### config.mk
export PLATFORM = sky130hd
export DESIGN_NAME = instr_sequencer
export DESIGN_NICKNAME = d
export VERILOG_FILES = /design/src/rtl/instr_seq_pkg.sv /design/src/rtl/instr_sequencer_decoder.sv /design/src/rtl/instr_sequencer.sv
export SDC_FILE = /design/constraint.sdc
export NUM_CORES = 1
export LEC_CHECK = 0
export ABC_AREA = 1
export CAP_MARGIN = 5
export CORE_ASPECT_RATIO = 1.75
export CORE_MARGIN = 5
export CORE_UTILIZATION = 30
export DETAILED_ROUTE_END_ITERATION = 6
export HOLD_SLACK_MARGIN = 0.15
export PLACE_DENSITY = 0.56
export RECOVER_POWER = 100
export SYNTH_ARGS = -nofsm -noshare
export SYNTH_HDL_FRONTEND = slang
export SYNTH_SLANG_ARGS = --single-unit
### constraint.sdc
create_clock -name clk -period 3.6 [get_ports clk]
set_input_delay 0.54 -clock clk [delete_from_list [all_inputs] [get_ports clk]]
set_output_delay 0.54 -clock clk [all_outputs]
set_load 0.01 [all_outputs]
### src/rtl/instr_seq_pkg.sv
// instr_seq_pkg: opcodes, ALU codes, FSM states and B-immediate helper for instr_sequencer
package instr_seq_pkg;
  localparam logic [6:0] OP_RTYPE = 7'b0110011;
  localparam logic [6:0] OP_BRANCH = 7'b1100011;
  localparam logic [31:0] ECALL_WORD = 32'h0000_0073;
  localparam logic [3:0] ALU_AND = 4'b0000;
  localparam logic [3:0] ALU_OR = 4'b0001;
  localparam logic [3:0] ALU_ADD = 4'b0010;
  localparam logic [3:0] ALU_XOR = 4'b0011;
  localparam logic [3:0] ALU_SLL = 4'b0100;
  localparam logic [3:0] ALU_SRL = 4'b0101;
  localparam logic [3:0] ALU_SUB = 4'b0110;
  localparam logic [3:0] ALU_SLT = 4'b0111;
  typedef enum logic [2:0] {S_IDLE, S_FETCH, S_DECODE, S_EXEC, S_HALT} state_t;
  function automatic logic [31:0] b_imm(input logic [31:0] i);
    return {{19{i[31]}}, i[31], i[7], i[30:25], i[11:8], 1'b0};
  endfunction
endpackage

### src/rtl/instr_sequencer_decoder.sv
// instr_decoder: combinational R-type/ECALL decode; BEQ accepted only when INSTR_SEQ_BEQ_EN is defined
module instr_decoder
  import instr_seq_pkg::*;
(
  input  logic [31:0] instr,
  output logic [4:0]  rs1,
  output logic [4:0]  rs2,
  output logic [4:0]  rd,
  output logic [3:0]  alu,
  output logic        regwrite,
  output logic        is_branch,
  output logic        is_halt,
  output logic        is_illegal
);
  logic [3:0] alu_r;
  logic       legal_r;
  logic       rtype_ok;
  always_comb begin
    alu_r = ALU_ADD;
    legal_r = 1'b1;
    case ({instr[31:25], instr[14:12]})
      {7'h00, 3'b000}: alu_r = ALU_ADD;
      {7'h20, 3'b000}: alu_r = ALU_SUB;
      {7'h00, 3'b111}: alu_r = ALU_AND;
      {7'h00, 3'b110}: alu_r = ALU_OR;
      {7'h00, 3'b100}: alu_r = ALU_XOR;
      {7'h00, 3'b001}: alu_r = ALU_SLL;
      {7'h00, 3'b101}: alu_r = ALU_SRL;
      {7'h00, 3'b010}: alu_r = ALU_SLT;
      default:         legal_r = 1'b0;
    endcase
  end
`ifdef INSTR_SEQ_BEQ_EN
  assign is_branch = instr[6:0] == OP_BRANCH && instr[14:12] == 3'b000;
`else
  assign is_branch = 1'b0;
`endif
  assign rtype_ok   = instr[6:0] == OP_RTYPE && legal_r;
  assign is_halt    = instr == ECALL_WORD;
  assign is_illegal = !is_halt && !rtype_ok && !is_branch;
  assign rs1        = instr[19:15];
  assign rs2        = instr[24:20];
  assign rd         = is_branch ? 5'd0 : instr[11:7];
  assign alu        = is_branch ? ALU_SUB : alu_r;
  assign regwrite   = rtype_ok && instr[11:7] != 5'd0;
endmodule

### src/rtl/instr_sequencer.sv
// instr_sequencer: fetch/decode/exec control FSM driving the regfile/ALU datapath (BEQ via INSTR_SEQ_BEQ_EN)
module instr_sequencer
  import instr_seq_pkg::*;
#(
  parameter int IMEM_AW = 8
) (
  input  logic               clk,
  input  logic               rst_n,
  input  logic               start,
  output logic               imem_req,
  output logic [IMEM_AW-1:0] imem_addr,
  input  logic               imem_ack,
  input  logic [31:0]        imem_rdata,
  input  logic               zero_flag,
  output logic [4:0]         rs1,
  output logic [4:0]         rs2,
  output logic [4:0]         rd,
  output logic [3:0]         alu_control_signal,
  output logic               regwrite_control_signal,
  output logic               busy,
  output logic               halted,
  output logic               illegal
);
  state_t      state, state_nx;
  logic [31:0] pc, ir;
  logic        wr_q, br_q;
  logic [4:0]  d_rs1, d_rs2, d_rd;
  logic [3:0]  d_alu;
  logic        d_wr, d_br, d_halt, d_ill;
  logic        unused_pc;
  instr_decoder u_dec (
    .instr(ir), .rs1(d_rs1), .rs2(d_rs2), .rd(d_rd), .alu(d_alu),
    .regwrite(d_wr), .is_branch(d_br), .is_halt(d_halt), .is_illegal(d_ill)
  );
  always_ff @(posedge clk or negedge rst_n)
    if (!rst_n) state <= S_IDLE;
    else state <= state_nx;
  always_comb begin
    state_nx = state;
    case (state)
      S_IDLE, S_HALT: state_nx = start ? S_FETCH : state;
      S_FETCH:        state_nx = imem_ack ? S_DECODE : S_FETCH;
      S_DECODE:       state_nx = (d_halt || d_ill) ? S_HALT : S_EXEC;
      default:        state_nx = S_FETCH;
    endcase
  end
  always_comb begin
    imem_req = state == S_FETCH;
    busy = state == S_FETCH || state == S_DECODE || state == S_EXEC;
    halted = state == S_HALT;
    regwrite_control_signal = state == S_EXEC && wr_q;
  end
  // Datapath fields only move on DECODE->EXEC so they stay put across FETCH and HALT.
  always_ff @(posedge clk or negedge rst_n)
    if (!rst_n) begin
      pc <= '0;
      ir <= '0;
      rs1 <= '0;
      rs2 <= '0;
      rd <= '0;
      alu_control_signal <= ALU_ADD;
      wr_q <= 1'b0;
      br_q <= 1'b0;
      illegal <= 1'b0;
    end else begin
      if ((state == S_IDLE || state == S_HALT) && start) begin
        pc <= '0;
        illegal <= 1'b0;
      end
      if (state == S_FETCH && imem_ack) ir <= imem_rdata;
      if (state == S_DECODE) begin
        if (d_halt || d_ill) illegal <= d_ill;
        else begin
          rs1 <= d_rs1;
          rs2 <= d_rs2;
          rd <= d_rd;
          alu_control_signal <= d_alu;
          wr_q <= d_wr;
          br_q <= d_br;
        end
      end
      if (state == S_EXEC) pc <= pc + ((br_q && zero_flag) ? b_imm(ir) : 32'd4);
    end
  assign imem_addr = pc[IMEM_AW+1:2];
  assign unused_pc = ^{pc[31:IMEM_AW+2], pc[1:0]};
endmodule

==> run_results.csv <==
group,metric,value,unit
timing,fmax,0.3822,GHz
floorplan,core.rowCount,48,
clock_tree,ctsResizeCount,0,
worst_setup_path,start_kind,"primary input",
synthesis,synth_area_leaders,"dfrtp_1 (53%), nand2_1 (8.3%), nor2_1 (6.8%), inv_1 (5.1%), mux2_2 (5.0%)",
floorplan,fp.dieH,141.1,µm
floorplan,die-area,11980,µm²
pwr,irDropWorstVdd,0.2978,mV
worst_setup_path,rr_endpoint,"ir[14]",
timing,hold_viol_final,0,
pwr,leakage,1.935,nW
clock_tree,clk_latency,0.32,ns
pwr,p_switching,0.8484,mW
place,io_buffers,66,
worst_setup_path,worst-path-buf-inv,1,
timing,maxSlewViolCount,53,
floorplan,die_w,84.90,µm
timing,setup_viol,0,
synthesis,synth_fp_nets,367,
status,violations,"max-capacitance violations, max-slew violations",
clock_tree,cts_buffers,9,
detailed_routing,firstDrtPassIters,4,
worst_setup_path,crit_required,3.80,ns
detailed_routing,via_per_inst,4.389,
worst_setup_path,crit_fanout,52,
pwr,pwr_density_cell,690.3,nW/µm²
synthesis,ys_seq_area_frac,0.5357,
synthesis,yosysUniqueCellTypes,32,
finish,antennaDiodeCount,0,
finish,area_growth,33.94,%
pwr,p_int,1.875,mW
detailed_routing,wl_per_cell,12.19,µm
pwr,swShare,0.3116,
grt,grt_pass1_wl,10540,µm
detailed_routing,vias,2313,
clock_tree,clock_path_buffers,2,
synthesis,syn_inst,329,
worst_setup_path,path_cells,"dlygate4sd3_1 -> nand2_1 -> mux2_2",
worst_setup_path,critical_path_arrival,2.82,ns
detailed_routing,drt_iter0_drc,108,
synthesis,synth_top_area_frac,0.5268,
synthesis,ys_seq_elements,63,
worst_setup_path,crit_slowest_cell,"nand2_1",
floorplan,start_util,0.3027,
finish,final_nets,436,
grt,antenna_found_initial,0,
finish,stdcell_area,3945,µm²
clock_tree,cts_setup_buffers,0,
timing,whs,0.4173,ns
grt,grt_pass1_vias,2280,
grt,grt_overflow,0,
timing,tightest_slew,1.774,ns
place,gp_congestion,0.7531,
timing,min_period,2.617,ns
clock_tree,cts_root_buf,"clkbuf_16",
clock_tree,cts_tree,"yes",
worst_setup_path,worstReg2RegStart,"state[2]",
worst_setup_path,r2r_slack,1.04,ns
clock_tree,clock_sinks,63,
place,pre_cts_slack,1.293,ns
detailed_routing,route.detailed.drc,0,
status,status,"complete, but fails checks",
floorplan,core-area,9729,µm²
synthesis,netlist.top_cell.by_area,"dfrtp_1",
clock_tree,ctsHoldBuffers,0,
finish,layout_common_cells,"nand2_1 (68), dfrtp_1 (62), nor2_1 (54)",
place,dp.final_hpwl,4783,µm
finish,drive_gt1_frac,0.09950,
timing,rsz0062_at_grt,"false",
timing,slew_headroom,-0.1852,
worst_setup_path,crit_family,"simple AND/OR/NAND/NOR gates",
job,drv_cap,1,
detailed_routing,antenna_left,0,
worst_setup_path,max_stage_delay,1.27,ns
worst_setup_path,worstRegToRegCells,3,
synthesis,yosys_warnings,0,
pwr,seq_power_share,0.393,
grt,grt_max_degree,53,
grt,grt_usage,0.1128,
clock_tree,clk_pin_slew,0.05,ns
pwr,power_frac_comb,0.275,
worst_setup_path,crit_path_end_kind,"flop",
worst_setup_path,worstSetupPathType,"in -> reg",
pwr,p_clk_frac,0.332,
timing,worst_slack,0.9833,ns
synthesis,netlist_area,2945,µm²
timing,skew,0.008602,ns
clock_tree,htree_levels,3,
detailed_routing,routed_wl,6425,µm
worst_hold_path,hold_path_class,"in -> async",
floorplan,pin_count,69,
place,placedInstanceArea,3701,µm²
synthesis,avgSynthCellArea,8.952,µm²
timing,min_period_over_period,0.7269,
timing,fin_setup_tns,0,ns
finish,final_common_cell,"nand2_1",
## power by group through the flow
stage	logic, mW	clock network [mW]	registers [mW]
after floorplan	0.530	0	1.07
after global placement	0.782	0	1.08
after detailed placement	0.798	0	1.09
after CTS	0.801	0.932	1.08
after global routing	0.853	0.955	1.11
final	0.749	0.904	1.07
## metrics by stage
step / utilization / std cells / total power, mW
floorplan: - / 329 / 1.600
global placement: 0.3804 / 512 / 1.859
detailed placement: 0.3804 / 512 / 1.885
CTS: 0.4126 / 527 / 2.809
global route: 0.4055 / 527 / 2.913
finish: 0.4055 / 527 / 2.723
## flip-flops by register name (all words and copies together), names as in the netlist
| name | flops |
|---|---|
| ir | 32 |
| pc | 8 |
| rd | 5 |
| rs1 | 5 |
| rs2 | 5 |
| alu_control_signal | 3 |
| state | 3 |
| illegal | 1 |
| wr_q | 1 |
## synthesized netlist by cell type
cell type  count
nand3_4        1
inv_2          1
nor3_2         3
nor2_1        53
nor3_1         2
o31ai_1        1
buf_6          3
a21oi_1       21
dfrtp_1       62
mux2_1         1
a22oi_1        1
ha_1           1
nand2_4        1
o21ai_0        7
nor2_2         2
a22o_1         1
nand2_2        5
nand4_1        4
o21ai_2       13
a31oi_1        1
conb_1         1
nand2_1       65
mux2_2        13
dfstp_2        1
buf_4          1
buf_2          3
clkbuf_1       2
nand3_1       15
inv_1         40
nor2_4         2
o2111ai_1      1
o21ai_1        1
## how the worst max path moves through the flow
stage | end | slack, ns | startpoint | cells past startpoint
final | ir[22] | 0.98 | imem_ack | 3
after CTS | regwrite_control_signal | 1.37 | state[2] | 4
after floorplan | ir[14] | 2.14 | state[2] | 4
after detailed placement | ir[14] | 1.29 | imem_ack | 3
after global routing | ir[14] | 0.77 | state[2] | 3
after global placement | ir[14] | 1.29 | imem_ack | 3
## area by class of cell
| class | instances | area, µm² |
|---|---|---|
| Clock buffer | 11 | 242.7 |
| Clock inverter | 4 | 70.07 |
| Fill cell | 1019 | 5784 |
| Inverter | 41 | 153.9 |
| Multi-Input combinational cell | 216 | 1085 |
| Sequential cell | 63 | 1578 |
| Tap cell | 125 | 156.4 |
| Timing Repair Buffer | 67 | 659.4 |
## cells by family after synthesis
| logic type | share of synthesized area |
|---|---|
| AND/OR/NAND/NOR | 0.2302 |
| flip-flops | 0.5357 |
| buffers and inverters | 0.07391 |
| AO/OA/AOI/OAI | 0.1011 |
| multiplexers | 0.05353 |
| adder cells (fa/ha/maj) | 0.004247 |
| other | 0.001273 |
## metal layers
metal / track usage / vias to the layer above / wire [µm]
met5: 0 / - / 0
li1: - / 1185 / -
met2: 0.1999 / 52 / 3443
met4: 0.06255 / 0 / 133
met3: 0.02982 / 8 / 356
met1: 0.1192 / 1068 / 2492
Note: power is estimated with default switching activity, not from simulation.
